File: src/rtl/fetch_stage.sv
// Y86-64 fetch stage with the F (predicted PC) and D pipeline registers.
// Selects f_pc, decodes the 80-bit fetch word and applies stall/bubble/halt control.
module fetch_stage #(
    parameter logic [63:0] RESET_PC = 64'd0
) (
    input  logic        clk_i,
    input  logic        rst_i,
    input  logic        F_stall_i,
    input  logic        D_stall_i,
    input  logic        D_bubble_i,
    input  logic [3:0]  M_icode_i,
    input  logic        M_cnd_i,
    input  logic [63:0] M_valA_i,
    input  logic [3:0]  W_icode_i,
    input  logic [63:0] W_valM_i,
    input  logic [79:0] imem_rdata_i,
    input  logic        imem_error_i,
    output logic [63:0] imem_raddr_o,
    output logic [63:0] F_predPC_o,
    output logic [2:0]  D_stat_o,
    output logic [3:0]  D_icode_o,
    output logic [3:0]  D_ifun_o,
    output logic [3:0]  D_rA_o,
    output logic [3:0]  D_rB_o,
    output logic [63:0] D_valC_o,
    output logic [63:0] D_valP_o
);

    localparam logic [3:0] I_HALT  = 4'h0;
    localparam logic [3:0] I_NOP   = 4'h1;
    localparam logic [3:0] I_JXX   = 4'h7;
    localparam logic [3:0] I_CALL  = 4'h8;
    localparam logic [3:0] I_RET   = 4'h9;
    localparam logic [3:0] I_POPQ  = 4'hB;
    localparam logic [3:0] R_NONE  = 4'hF;

    localparam logic [2:0] S_AOK = 3'd1;
    localparam logic [2:0] S_HLT = 3'd2;
    localparam logic [2:0] S_ADR = 3'd3;
    localparam logic [2:0] S_INS = 3'd4;

    typedef enum logic {StRun, StHalt} state_t;

    state_t state_q, state_d;

    logic [63:0] pred_pc_q;
    logic [2:0]  d_stat_q;
    logic [3:0]  d_icode_q, d_ifun_q, d_ra_q, d_rb_q;
    logic [63:0] d_valc_q, d_valp_q;

    logic        mispredict, ret_redirect, redirect, frozen;
    logic [63:0] f_pc;
    logic [3:0]  f_icode, f_ifun, f_ra, f_rb;
    logic        need_regids, need_valc;
    logic [63:0] f_valc, f_valp, f_pred_pc;
    logic [2:0]  f_stat;
    logic        f_hold, d_load, d_bubble;

    // PC selection: a mispredicted jump outranks a returning ret
    always_comb begin
        mispredict   = (M_icode_i == I_JXX) && !M_cnd_i;
        ret_redirect = (W_icode_i == I_RET);
        redirect     = mispredict || ret_redirect;
        if (mispredict) begin
            f_pc = M_valA_i;
        end else if (ret_redirect) begin
            f_pc = W_valM_i;
        end else begin
            f_pc = pred_pc_q;
        end
    end

    assign imem_raddr_o = f_pc;

    always_comb begin
        if (imem_error_i) begin
            f_icode = I_NOP;
            f_ifun  = 4'h0;
        end else begin
            f_icode = imem_rdata_i[7:4];
            f_ifun  = imem_rdata_i[3:0];
        end

        need_regids = 1'b0;
        need_valc   = 1'b0;
        case (f_icode)
            4'h2, 4'h6, 4'hA, 4'hB: need_regids = 1'b1;
            4'h3, 4'h4, 4'h5: begin
                need_regids = 1'b1;
                need_valc   = 1'b1;
            end
            4'h7, 4'h8: need_valc = 1'b1;
            default: ;
        endcase

        if (need_regids) begin
            f_ra = imem_rdata_i[15:12];
            f_rb = imem_rdata_i[11:8];
        end else begin
            f_ra = R_NONE;
            f_rb = R_NONE;
        end

        if (!need_valc) begin
            f_valc = 64'd0;
        end else if (need_regids) begin
            f_valc = imem_rdata_i[79:16];
        end else begin
            f_valc = imem_rdata_i[71:8];
        end

        f_valp = f_pc + 64'd1 + {63'd0, need_regids} + (need_valc ? 64'd8 : 64'd0);

        if ((f_icode == I_JXX) || (f_icode == I_CALL)) begin
            f_pred_pc = f_valc;
        end else begin
            f_pred_pc = f_valp;
        end

        if (imem_error_i) begin
            f_stat = S_ADR;
        end else if (f_icode > I_POPQ) begin
            f_stat = S_INS;
        end else if (f_icode == I_HALT) begin
            f_stat = S_HLT;
        end else begin
            f_stat = S_AOK;
        end
    end

    // A redirect while halted resumes fetching in that very cycle
    always_comb begin
        frozen   = (state_q == StHalt) && !redirect;
        f_hold   = F_stall_i || frozen;
        d_load   = 1'b0;
        d_bubble = 1'b0;
        if (D_stall_i) begin
            d_load   = 1'b0;
            d_bubble = 1'b0;
        end else if (D_bubble_i || frozen) begin
            d_bubble = 1'b1;
        end else begin
            d_load = 1'b1;
        end

        state_d = state_q;
        if (frozen) begin
            state_d = StHalt;
        end else if (d_load && (f_stat != S_AOK)) begin
            state_d = StHalt;
        end else begin
            state_d = StRun;
        end
    end

    always_ff @(posedge clk_i or posedge rst_i) begin
        if (rst_i) begin
            state_q   <= StRun;
            pred_pc_q <= RESET_PC;
        end else begin
            state_q <= state_d;
            if (!f_hold) begin
                pred_pc_q <= f_pred_pc;
            end
        end
    end

    always_ff @(posedge clk_i or posedge rst_i) begin
        if (rst_i) begin
            d_stat_q  <= S_AOK;
            d_icode_q <= I_NOP;
            d_ifun_q  <= 4'h0;
            d_ra_q    <= R_NONE;
            d_rb_q    <= R_NONE;
            d_valc_q  <= 64'd0;
            d_valp_q  <= 64'd0;
        end else if (d_bubble) begin
            d_stat_q  <= S_AOK;
            d_icode_q <= I_NOP;
            d_ifun_q  <= 4'h0;
            d_ra_q    <= R_NONE;
            d_rb_q    <= R_NONE;
            d_valc_q  <= 64'd0;
            d_valp_q  <= 64'd0;
        end else if (d_load) begin
            d_stat_q  <= f_stat;
            d_icode_q <= f_icode;
            d_ifun_q  <= f_ifun;
            d_ra_q    <= f_ra;
            d_rb_q    <= f_rb;
            d_valc_q  <= f_valc;
            d_valp_q  <= f_valp;
        end
    end

    assign F_predPC_o = pred_pc_q;
    assign D_stat_o   = d_stat_q;
    assign D_icode_o  = d_icode_q;
    assign D_ifun_o   = d_ifun_q;
    assign D_rA_o     = d_ra_q;
    assign D_rB_o     = d_rb_q;
    assign D_valC_o   = d_valc_q;
    assign D_valP_o   = d_valp_q;

endmodule
File: config.mk
export PLATFORM = sky130hd
export DESIGN_NAME = fetch_stage
export DESIGN_NICKNAME = d
export VERILOG_FILES = /design/src/rtl/fetch_stage.sv
export SDC_FILE = /design/constraint.sdc
export NUM_CORES = 1
export LEC_CHECK = 0
export BUFFER_PORTS_ARGS = -buffer_cell sky130_fd_sc_hd__buf_2
export CORE_ASPECT_RATIO = 0.75
export CORE_MARGIN = 5
export CORE_UTILIZATION = 40
export DETAILED_ROUTE_END_ITERATION = 10
export GPL_TIMING_DRIVEN = 0
export HOLD_SLACK_MARGIN = 0.12
export PLACE_DENSITY = 0.69
export SYNTH_ARGS = -nofsm -noshare
export SYNTH_HDL_FRONTEND = slang
export SYNTH_SLANG_ARGS = --single-unit
File: constraint.sdc
create_clock -name clk_i -period 6.9 [get_ports clk_i]
set_clock_uncertainty 0.1 [all_clocks]
set_input_delay 0.69 -clock clk_i [delete_from_list [all_inputs] [get_ports clk_i]]
set_output_delay 0.69 -clock clk_i [all_outputs]
set_load 0.005 [all_outputs]
* Word level (Yosys, flattened, before mapping)
Index checks and enable logic that the tools add are counted.
Storage, ports and cells: logic and storage cells 73, register bits after elaboration 212, output and inout port bits 275
Operators by class: muxes and demuxes 35, add/sub/neg operators 3, reduce and logical (&&, ||, !) cells 13, equality and inequality tests 12, magnitude comparators 1
Operators with widths (count):
- $mux W64 | 9
- $add A64 B1 Y64 | 1
- $add A64 B1 Y64 const B | 1
- $add A64 B4 Y64 | 1
- $mux W4 | 13
- $eq A4 B3 Y1 const B | 5
- $eq A4 B4 Y1 const B | 4
- $mux W3 | 4
- $eq A4 B2 Y1 const B | 2
- $mux W1 | 8
- $reduce_or A7 Y1 | 1
- $reduce_or A5 Y1 | 1
- $gt A4 B4 Y1 const B | 1
- $logic_not A4 Y1 | 1
- $logic_or A1 B1 Y1 | 4
- $logic_and A1 B1 Y1 | 3
- $ne A3 B1 Y1 const B | 1
- $logic_not A1 Y1 | 2
- $mux W2 | 1
- $reduce_bool A2 Y1 | 1

* Logic depth before layout (Yosys ltp)
Gate-level depths: netlist of run 1.
depth in word-level cells 11, depth in mapped cells 23

* Worst setup path after synthesis of run 1
OpenSTA, ideal clock, no wires.
kind input -> register, start input M_icode_i[3], end register pred_pc_q[45], in the netlist F_predPC_o[45], buffers on the path 9, data arrival time 5.154 ns, setup slack 1.520 ns, data required time 6.673 ns, setup time 0.127 ns, stages on the path 20, path through nand4b_4 or2_0 buf_2 buf_2 buf_2 buf_2 buf_2 buf_1 buf_1 buf_1 a31oi_1 ha_1 nor4b_1 o311a_1 nand3_1 or4_1 buf_2 nor3b_2 xnor2_1 o21ai_1
Between the ends: cells in the longest elaborated chain, start to end 7, elaborated cells on any way between the ends 11, those cells by class add/sub: 3; eq/ne: 1; mux: 2; reduce/logical: 5
RTL lines:
- from (decl) | line 11 | input logic [3:0] M_icode_i,
- $eq A4 B3 Y1 | line 61 | mispredict = (M_icode_i == I_JXX) && !M_cnd_i;
- $logic_and A1 B1 Y1 | line 61
- $mux W64 | line 64 | if (mispredict) begin
- named net imem_raddr_o[3] | line 18 | output logic [63:0] imem_raddr_o,
- $add A64 B1 Y64 (2 in a row) | line 112 | f_valp = f_pc + 64'd1 + {63'd0, need_regids} + (need_valc ? 64'd8 : 64'd0);
- $add A64 B4 Y64 | line 112
- $mux W64 | line 114 | if ((f_icode == I_JXX) || (f_icode == I_CALL)) begin
- to (signal assigned) | line 163 | pred_pc_q <= f_pred_pc;
- to (decl) | line 46 | logic [63:0] pred_pc_q;
The timed path passes the listed nets, and every way through them passes these cells. A chain may end at the register's enable or synchronous reset.

* Worst setup path in the final report of run 1
start input W_icode_i[2], end register pred_pc_q[38], in the netlist F_predPC_o[38]
Between the ends: cells in the longest elaborated chain, start to end 7, elaborated cells on any way between the ends 11, those cells by class add/sub: 3; eq/ne: 1; mux: 3; reduce/logical: 4
RTL lines:
- from (decl) | line 14 | input logic [3:0] W_icode_i,
- $eq A4 B4 Y1 * | line 62 | ret_redirect = (W_icode_i == I_RET);
- $mux W64 | line 66 | end else if (ret_redirect) begin
- $mux W64 | line 64
- $add A64 B1 Y64 (2 in a row) | line 112
- $add A64 B4 Y64 | line 112
- $mux W64 | line 114
Mark *: on every way between the ends. The rest lies on a longest branch, timed or not.

==> results of run 1 <==
through the flow:
stage / setup TNS, ns / area (um^2) / worst slack [ns] / cells / util [%]
after floorplan: 0 / 12400 / 0.332 / 1532 / -
after global placement: -612.71 / 15400 / -2.41 / 2427 / 50.6
after detailed placement: -141.93 / 15400 / -1.71 / 2428 / 50.7
after CTS: 0 / 16200 / 0.174 / 2467 / 53.5
after global routing: 0 / 16200 / 0.228 / 2463 / 53.4
final: 0 / 16200 / 0.415 / 2463 / 53.4
power groups by stage:
stage	Clock, mW	Combinational [mW]	Sequential, mW
after floorplan	0	0.885	1.70
after global placement	0	1.79	1.82
after detailed placement	0	1.81	1.82
after CTS	1.39	1.81	1.80
after global routing	1.45	1.98	1.83
final	1.39	1.83	1.82
sequential cells by signal (all words and copies together) (netlist names):
name and count:
D_rB_o 4, D_icode_o 4, D_ifun_o 4, D_valP_o 64, D_rA_o 4, D_valC_o 64, state_q 1, F_predPC_o 64
D_stat_o 3
synth_stat cells, types with 3 or more instances:
cell	n
a311oi_1	4
nand3_1	34
a22oi_1	22
dfrtp_1	202
mux2_2	10
and4_1	3
o21ai_0	117
clkbuf_1	81
xnor2_1	30
and3_1	9
nor4b_1	4
a21oi_1	125
nor2b_1	3
a211oi_1	4
o21a_1	13
a31o_2	3
nor4_1	14
nor3_1	35
nand2b_1	3
a22o_1	87
mux2i_1	28
dfstp_2	10
xor2_1	32
nand4_1	13
o31ai_1	3
buf_1	20
nand2_1	388
ha_1	4
inv_1	23
a21o_1	5
nor2_1	99
a31oi_1	60
buf_2	16
critical path, cell delays in order:
cell and delay (ns):
buf_2 0.10, and4bb_1 0.25, buf_2 0.33, buf_2 0.56, clkbuf_2 0.65, clkbuf_2 0.54
mux2i_1 0.15, o21a_1 0.26, ha_1 0.22, inv_1 0.05, ha_1 0.21, nand3_1 0.10
o31ai_1 0.20, a41oi_1 0.13, and4b_1 0.51, nand4_1 0.42, clkbuf_1 0.43, nor4b_1 0.43
xnor2_1 0.31, nand2_1 0.10, a21oi_1 0.14
cells by family after synthesis:
family                     share of synthesized area [%]
and+or+nand+nor                                     21.8
AOI/OAI and AO/OA                                   22.7
DFF                                                 43.0
buffers and inverters                               4.62
xor gates and xnor gates                            4.39
muxes                                               3.17
adders and majority gates                          0.404
how the worst max path moves through the flow:
| stage | end | slack [ns] | from | cells past startpoint |
|---|---|---|---|---|
| final | F_predPC_o[38]$_DFFE_PP0N_ | 0.42 | W_icode_i[2] | 21 |
| after global routing | D_valP_o[26]$_DFFE_PP0P_ | 0.23 | W_icode_i[2] | 21 |
| after CTS | F_predPC_o[29]$_DFFE_PP0N_ | 0.17 | M_icode_i[1] | 20 |
| after detailed placement | F_predPC_o[62]$_DFFE_PP0N_ | -1.71 | M_icode_i[1] | 22 |
| after global placement | D_valP_o[27]$_DFFE_PP0P_ | -2.41 | rst_i | 2 |
| after floorplan | D_icode_o[1]$_DFFE_PP0P_ | 0.33 | rst_i | 1 |
layout make-up:
class / count / area, um^2
multi-input cells: 1177 / 6500
fillers: 3012 / 14100
flip-flops and latches: 212 / 5320
plain buffers: 113 / 465
repair buffers: 497 / 2510
inverters: 23 / 93.8
clock inverters: 7 / 110
well taps: 399 / 499
clock buffers: 35 / 723
routing by layer:
layer	track usage (%)	share of wire (%)	vias up
met1	51.9	39	7189
met2	59.7	45	1069
li1	-	-	6424
met5	0	0	-
met3	8.86	12	187
met4	11.7	3.9	0
repair_timing:
| action | in CTS | in global routing |
|---|---|---|
| resized for setup | 8 | 1 |
| cloned | 0 | 0 |
| hold buffers | 0 | 0 |
| endpoints found under the setup margin | 103 | 53 |
==> impl_results.html, run 1 <==
<table>
<tr><th>Metric</th><th>Value</th></tr>
<tr><th colspan="2">Status</th></tr>
<tr><td>Result of the run</td><td>finished, final reports clean</td></tr>
<tr><th colspan="2">Drt</th></tr>
<tr><td>Routed wire length</td><td>between 60000 and 70000 um</td></tr>
<tr><td>Routed length per placed instance</td><td>27.8 um</td></tr>
<tr><td>Initial DRT Pass Iterations</td><td>6</td></tr>
<tr><td>Post-route antenna net violation count</td><td>0</td></tr>
<tr><td>DRC violations left</td><td>0</td></tr>
<tr><td>Violation count after the first detailed-route iteration</td><td>1927</td></tr>
<tr><td>Total vias in the final route</td><td>14900</td></tr>
<tr><td>Vias per cell</td><td>6.04</td></tr>
<tr><th colspan="2">Logic synthesis</th></tr>
<tr><td>Average cell area after synthesis</td><td>between 8 and 9 um^2</td></tr>
<tr><td>Sequential area share after synthesis</td><td>43.0%</td></tr>
<tr><td>Share of async-settable or async-resettable flops after synthesis</td><td>100%</td></tr>
<tr><td>Flip-flop and latch count after synthesis</td><td>about 210</td></tr>
<tr><td>Synthesized netlist net count</td><td>1759</td></tr>
<tr><td>Cell variety after synth</td><td>54</td></tr>
<tr><td>Number of enable-type register cells in the synthesized netlist</td><td>0</td></tr>
<tr><td>Cell type with the largest total area after synthesis</td><td>dfrtp_1</td></tr>
<tr><td>Main synth FF type</td><td>dfrtp_1</td></tr>
<tr><td>Gate Count Post-Synth</td><td>1532</td></tr>
<tr><td>Cell types occupying the most area after synthesis</td><td>dfrtp_1 (41%), nand2_1 (12%), a22o_1 (6.2%)</td></tr>
<tr><td>Yosys warning total</td><td>0</td></tr>
<tr><td>Synthesized cell area</td><td>12400 um^2</td></tr>
<tr><td>Synth top area share</td><td>approximately two fifths</td></tr>
<tr><th colspan="2">Placed design</th></tr>
<tr><td>Half-perimeter wire length after detailed placement</td><td>55500 um</td></tr>
<tr><td>Placer's final routability congestion estimate</td><td>1.03</td></tr>
<tr><td>Number of buffers added on ports</td><td>496</td></tr>
<tr><th colspan="2">Clock network</th></tr>
<tr><td>CTS tree</td><td>built</td></tr>
<tr><td>Number of levels in the clock H-tree</td><td>1</td></tr>
<tr><td>CTS Root Cell</td><td>clkbuf_16</td></tr>
<tr><td>Max Root-Sink Buffers</td><td>3</td></tr>
<tr><td>CTS Buf Count</td><td>24</td></tr>
<tr><td>Worst-path clk slew</td><td>0.06 ns</td></tr>
<tr><td>Clk_lat worst skew</td><td>0.54 ns</td></tr>
<tr><td>Number of buffers added for setup after CTS</td><td>0</td></tr>
<tr><td>Number of sinks on the clock net</td><td>212</td></tr>
<tr><th colspan="2">Worst setup path</th></tr>
<tr><td>Startpoint class of the critical path</td><td>input port</td></tr>
<tr><td>Endpoint kind of the worst setup timing path</td><td>flip-flop</td></tr>
<tr><td>Data arrival, critical path</td><td>a little under 7 ns</td></tr>
<tr><td>Reg2Reg Capture Point</td><td>F_predPC_o[38]$_DFFE_PP0N_</td></tr>
<tr><td>Reg2Reg Setup Slack</td><td>2.68 ns</td></tr>
<tr><td>Crit path kind</td><td>in2reg</td></tr>
<tr><td>Worst Path Required</td><td>7.25 ns</td></tr>
<tr><td>Cell count of the worst reg-to-reg path</td><td>15</td></tr>
<tr><td>Reg-to-reg critical path startpoint</td><td>F_predPC_o[0]$_DFFE_PP0N_</td></tr>
<tr><td>Critical Path Fanout Max</td><td>19</td></tr>
<tr><th colspan="2">Die</th></tr>
<tr><td>Initial standard-cell utilization of the core</td><td>approximately two fifths</td></tr>
<tr><td>Die width</td><td>213 um</td></tr>
<tr><td>Floorplan die height</td><td>roughly 160 um</td></tr>
<tr><td>DIE AREA</td><td>34600 um^2</td></tr>
<tr><td>Area inside the core boundary</td><td>about 30000 um^2</td></tr>
<tr><td>Number of ports placed on the die boundary</td><td>498</td></tr>
<tr><td>Site row count</td><td>55</td></tr>
<tr><th colspan="2">GRT</th></tr>
<tr><td>Vias in the first global route</td><td>14400</td></tr>
<tr><td>Wire length of the first global-routing pass</td><td>97700 um</td></tr>
<tr><td>Initial antenna violation count</td><td>0</td></tr>
<tr><td>Maximum number of pins on one net before global-route repair</td><td>approximately 130</td></tr>
<tr><td>Total track usage</td><td>between 30% and 40%</td></tr>
<tr><td>Grt ovf</td><td>0</td></tr>
<tr><th colspan="2">Layout</th></tr>
<tr><td>Commonest non-fill, non-tap cells in the layout</td><td>buf_2 (511), nand2_1 (388), dfrtp_1 (202), a21oi_1 (125), o21ai_0 (117)</td></tr>
<tr><td>Final nets</td><td>2275</td></tr>
<tr><td>Layout overhead on the synthesized area</td><td>31.0%</td></tr>
<tr><td>Diodes inserted</td><td>0</td></tr>
<tr><td>Most frequent standard cell in the layout excluding fill and tap cells</td><td>buf_2</td></tr>
<tr><td>Fraction of layout cells with a size suffix above 1</td><td>between 20 and 30%</td></tr>
<tr><th colspan="2">STA</th></tr>
<tr><td>Slew Limit Fails</td><td>0</td></tr>
<tr><td>Ratio of final minimum period to clock period</td><td>94.0%</td></tr>
<tr><td>RSZ-0062 raised after global routing</td><td>false</td></tr>
<tr><td>Maximum achievable frequency</td><td>~150 MHz</td></tr>
<tr><td>Hold slack final</td><td>roughly 0.15 ns</td></tr>
<tr><td>Final critical delay including setup and external delays</td><td>6.48 ns</td></tr>
<tr><td>Final setup fails</td><td>0</td></tr>
<tr><td>Max_slew headroom</td><td>35.8%</td></tr>
<tr><td>Worst Max-Slew Pin Slew</td><td>0.964 ns</td></tr>
<tr><td>Number of hold violations in the final report</td><td>0</td></tr>
<tr><th colspan="2">Power</th></tr>
<tr><td>Worst IR drop on VDD</td><td>187 uV</td></tr>
<tr><td>Combinational share of power</td><td>36.3%</td></tr>
<tr><td>Sw power</td><td>~2 mW</td></tr>
<tr><td>Internal Power</td><td>3.03 mW</td></tr>
<tr><td>Sequential share of power</td><td>36.1%</td></tr>
<tr><td>Static Leak</td><td>8.16 nW</td></tr>
<tr><td>Pwr per Cell Area</td><td>311 nW/um^2</td></tr>
<tr><td>Sum of internal, switching and leakage power</td><td>5.04 mW</td></tr>
<tr><td>Clock group share of total power</td><td>27.5%</td></tr>
<tr><td>Switching share of power</td><td>between 30 and 40%</td></tr>
<tr><th colspan="2">Min path</th></tr>
<tr><td>Class of the tightest hold or removal check</td><td>in2async</td></tr>
<tr><th colspan="2">Run</th></tr>
<tr><td># Max-Cap Violations</td><td>0</td></tr>
</table>
No activity file was read; power rests on OpenSTA's default activity.
==> inputs of run 2 (changes only) <==
--- a/config.mk
+++ b/config.mk
@@ -9,10 +9,11 @@
 export CORE_ASPECT_RATIO = 0.75
 export CORE_MARGIN = 5
 export CORE_UTILIZATION = 40
+export CTS_BUF_LIST = sky130_fd_sc_hd__clkbuf_16
 export DETAILED_ROUTE_END_ITERATION = 10
 export GPL_TIMING_DRIVEN = 0
 export HOLD_SLACK_MARGIN = 0.12
-export PLACE_DENSITY = 0.69
+export PLACE_DENSITY = 0.77
 export SYNTH_ARGS = -nofsm -noshare
 export SYNTH_HDL_FRONTEND = slang
 export SYNTH_SLANG_ARGS = --single-unit
==> run 2 against run 1 <==
First-iteration DRC count shrank 7.5%. Utilization is essentially flat. Maximum frequency shrank 3.8%. Critical endpoint unchanged.
==> impl_results.html, run 2 (synthesis results as in run 1) <==
<table>
<tr><th>Metric</th><th>Value</th></tr>
<tr><th colspan="2">STA</th></tr>
<tr><td>Setup slack of the critical path after layout</td><td>0.162 ns</td></tr>
<tr><td>Slew Limit Fails</td><td>0</td></tr>
<tr><td>Final critical delay including setup and external delays</td><td>6.74 ns</td></tr>
<tr><td>Ratio of final minimum period to clock period</td><td>a little over nine tenths</td></tr>
<tr><td>Max_slew headroom</td><td>28.7%</td></tr>
<tr><td>Number of hold violations in the final report</td><td>0</td></tr>
<tr><td>Worst Max-Slew Pin Slew</td><td>1.07 ns</td></tr>
<tr><td>Maximum achievable frequency</td><td>approximately 150 MHz</td></tr>
<tr><td>RSZ-0062 raised after global routing</td><td>false</td></tr>
<tr><td>Final setup fails</td><td>0</td></tr>
<tr><th colspan="2">Clock network</th></tr>
<tr><td>Number of levels in the clock H-tree</td><td>1</td></tr>
<tr><td>Number of sinks on the clock net</td><td>212</td></tr>
<tr><td>Number of buffers added for setup after CTS</td><td>0</td></tr>
<tr><td>Clk_lat worst skew</td><td>~0.52 ns</td></tr>
<tr><td>CTS Buf Count</td><td>24</td></tr>
<tr><td>Worst-path clk slew</td><td>0.06 ns</td></tr>
<tr><td>CTS Root Cell</td><td>clkbuf_16</td></tr>
<tr><td>CTS tree</td><td>built</td></tr>
<tr><td>Max Root-Sink Buffers</td><td>3</td></tr>
<tr><th colspan="2">Placed design</th></tr>
<tr><td>Count of placed standard cells including taps</td><td>2428</td></tr>
<tr><td>Placer's final routability congestion estimate</td><td>1.01</td></tr>
<tr><td>Number of buffers added on ports</td><td>496</td></tr>
<tr><td>Half-perimeter wire length after detailed placement</td><td>56800 um</td></tr>
<tr><td>Minimum setup slack after placement</td><td>-1.97 ns</td></tr>
<tr><td>Cell Area, Placed</td><td>15400 um^2</td></tr>
<tr><th colspan="2">GRT</th></tr>
<tr><td>Maximum number of pins on one net before global-route repair</td><td>115</td></tr>
<tr><td>Wire length of the first global-routing pass</td><td>99200 um</td></tr>
<tr><td>Grt ovf</td><td>0</td></tr>
<tr><td>Initial antenna violation count</td><td>4</td></tr>
<tr><td>Vias in the first global route</td><td>between 10000 and 15000</td></tr>
<tr><td>Total track usage</td><td>38.8%</td></tr>
<tr><th colspan="2">Worst setup path</th></tr>
<tr><td>Family with the most delay on the worst path</td><td>buffers and inverters</td></tr>
<tr><td>Worst Path Required</td><td>a little over 7 ns</td></tr>
<tr><td>Data arrival, critical path</td><td>slightly above 7 ns</td></tr>
<tr><td>Crit path kind</td><td>in2reg</td></tr>
<tr><td>Stage delay of the slowest cell on the critical path</td><td>0.68 ns</td></tr>
<tr><td>Cell repeated most along the worst path</td><td>buf_2</td></tr>
<tr><td>Startpoint class of the critical path</td><td>input port</td></tr>
<tr><td>Highest-delay cell along the critical path</td><td>buf_2</td></tr>
<tr><td>Ordered list of cells on the worst path</td><td>buf_2, nand4bb_1, buf_4, buf_2, buf_4, buf_2, clkbuf_2, nand2_1, a31oi_1, ha_1, nand3_1, o31ai_1, a41oi_1, and4b_1, nand4_1, clkbuf_1, nor4b_1, xnor2_1, nand2_1, a21oi_1</td></tr>
<tr><td>Endpoint kind of the worst setup timing path</td><td>flip-flop</td></tr>
<tr><td>Critical Path Fanout Max</td><td>28</td></tr>
<tr><td>Count of buffer and inverter cells on the critical path</td><td>7</td></tr>
<tr><th colspan="2">Power</th></tr>
<tr><td>Clock group share of total power</td><td>27.6%</td></tr>
<tr><td>Sw power</td><td>2.03 mW</td></tr>
<tr><td>Internal Power</td><td>3.04 mW</td></tr>
<tr><td>Sequential share of power</td><td>35.9%</td></tr>
<tr><td>Static Leak</td><td>8.17 nW</td></tr>
<tr><td>Switching share of power</td><td>around 40%</td></tr>
<tr><td>Worst IR drop on VDD</td><td>175 uV</td></tr>
<tr><td>Pwr per Cell Area</td><td>roughly 310 nW/um^2</td></tr>
<tr><td>Combinational share of power</td><td>between 30 and 40%</td></tr>
<tr><th colspan="2">Drt</th></tr>
<tr><td>Metal-1 WL</td><td>27100 um</td></tr>
<tr><td>Sum of met2 wire segment lengths after detailed routing</td><td>31400 um</td></tr>
<tr><td>Routed met3 length</td><td>approximately 8600 um</td></tr>
<tr><td>Total vias in the final route</td><td>15100</td></tr>
<tr><td>Routed length per placed instance</td><td>roughly 28 um</td></tr>
<tr><td>Violation count after the first detailed-route iteration</td><td>around 1800</td></tr>
<tr><td>Initial DRT Pass Iterations</td><td>5</td></tr>
<tr><td>Vias per cell</td><td>6.11</td></tr>
<tr><td>Highest metal layer used by the detailed router</td><td>met5</td></tr>
<tr><td>Routed wire length</td><td>70300 um</td></tr>
<tr><td>DRC violations left</td><td>0</td></tr>
<tr><td>Post-route antenna net violation count</td><td>0</td></tr>
<tr><th colspan="2">Die</th></tr>
<tr><td>Die width</td><td>213 um</td></tr>
<tr><td>Number of ports placed on the die boundary</td><td>498</td></tr>
<tr><td>Initial standard-cell utilization of the core</td><td>40.8%</td></tr>
<tr><td>Area inside the core boundary</td><td>30300 um^2</td></tr>
<tr><td>DIE AREA</td><td>34600 um^2</td></tr>
<tr><td>Floorplan die height</td><td>162 um</td></tr>
<tr><td>Site row count</td><td>55</td></tr>
<tr><th colspan="2">Layout</th></tr>
<tr><td>Post-Layout Cell Count</td><td>2468</td></tr>
<tr><td>Final nets</td><td>between 2000 and 2500</td></tr>
<tr><td>Layout overhead on the synthesized area</td><td>31.1%</td></tr>
<tr><td>Number of inserted filler cells in the final layout</td><td>2985</td></tr>
<tr><td>Reg area</td><td>5320 um^2</td></tr>
<tr><td>Total area of multi-input combinational cells</td><td>~6500 um^2</td></tr>
<tr><td>Commonest non-fill, non-tap cells in the layout</td><td>buf_2 (512), nand2_1 (388), dfrtp_1 (202), a21oi_1 (125), o21ai_0 (117)</td></tr>
<tr><td>Fraction of layout cells with a size suffix above 1</td><td>28.3%</td></tr>
<tr><td>Most frequent standard cell in the layout excluding fill and tap cells</td><td>buf_2</td></tr>
<tr><td>Design Area, Final</td><td>roughly 16000 um^2</td></tr>
<tr><th colspan="2">Status</th></tr>
<tr><td>Result of the run</td><td>finished, final reports clean</td></tr>
<tr><th colspan="2">Min path</th></tr>
<tr><td>Class of the tightest hold or removal check</td><td>in2async</td></tr>
<tr><th colspan="2">Run</th></tr>
<tr><td># Max-Cap Violations</td><td>0</td></tr>
</table>
run 2: path summary, 6_finish.rpt:
kind                                                 from                    endpoint  slack [ns]  depth (start not counted)
worst min register to register      D_rB_o[1]$_DFFE_PP1P_       D_rB_o[1]$_DFFE_PP1P_        0.36                          2
min in group clk_i                        imem_rdata_i[0]     D_ifun_o[0]$_DFFE_PP0P_        0.27                          2
max in group asynchronous                           rst_i    D_valP_o[14]$_DFFE_PP0P_        5.52                          3
worst max-delay path                         W_icode_i[2]  F_predPC_o[38]$_DFFE_PP0N_        0.16                         20
worst min-delay path                                rst_i    D_valC_o[59]$_DFFE_PP0P_        0.12                          2
worst max register to register  F_predPC_o[3]$_DFFE_PP0N_  F_predPC_o[38]$_DFFE_PP0N_        2.66                         13
run 2: area by class of cell:
| type | instances | share of cell area, % |
|---|---|---|
| diodes | 3 | 0.0463 |
| plain buffers | 113 | 2.87 |
| clock buffers | 25 | 3.86 |
| clock inverters | 19 | 1.30 |
| inverters | 23 | 0.578 |
| multi-input cells | 1177 | 40.0 |
| flip-flops and latches | 212 | 32.8 |
| well taps | 399 | 3.08 |
| repair buffers | 497 | 15.5 |
run 2: power by group through the flow:
stage | Combinational [mW] | Clock [mW] | Sequential, mW
2_1_floorplan | 0.885 | 0 | 1.70
3_3_place_gp | 1.80 | 0 | 1.82
3_5_place_dp | 1.82 | 0 | 1.81
4_1_cts | 1.83 | 1.40 | 1.79
5_1_grt | 1.99 | 1.46 | 1.82
6_report | 1.85 | 1.40 | 1.82
run 2: routing by layer:
metal	vias up	GRT usage, %
met5	-	0
met4	4	14.6
met3	199	9.99
met2	1195	61.2
met1	7264	51.6
li1	6423	-
run 2: through the flow:
stage	TNS, ns	util (%)	hold WS [ns]	power, mW
after detailed placement	-168.45	50.7	0.354	3.63
final	0	53.5	0.123	5.07
after global routing	0	53.4	0.200	5.27
after CTS	0	53.5	0.198	5.02
after floorplan	0	-	0.349	2.59
after global placement	-614.68	50.6	0.346	3.62
run 2: timing repair:
item,CTS,global route
gates resized for setup,8,1
hold endpoints to repair,0,0
setup endpoints to repair,111,78
hold buffers,0,0
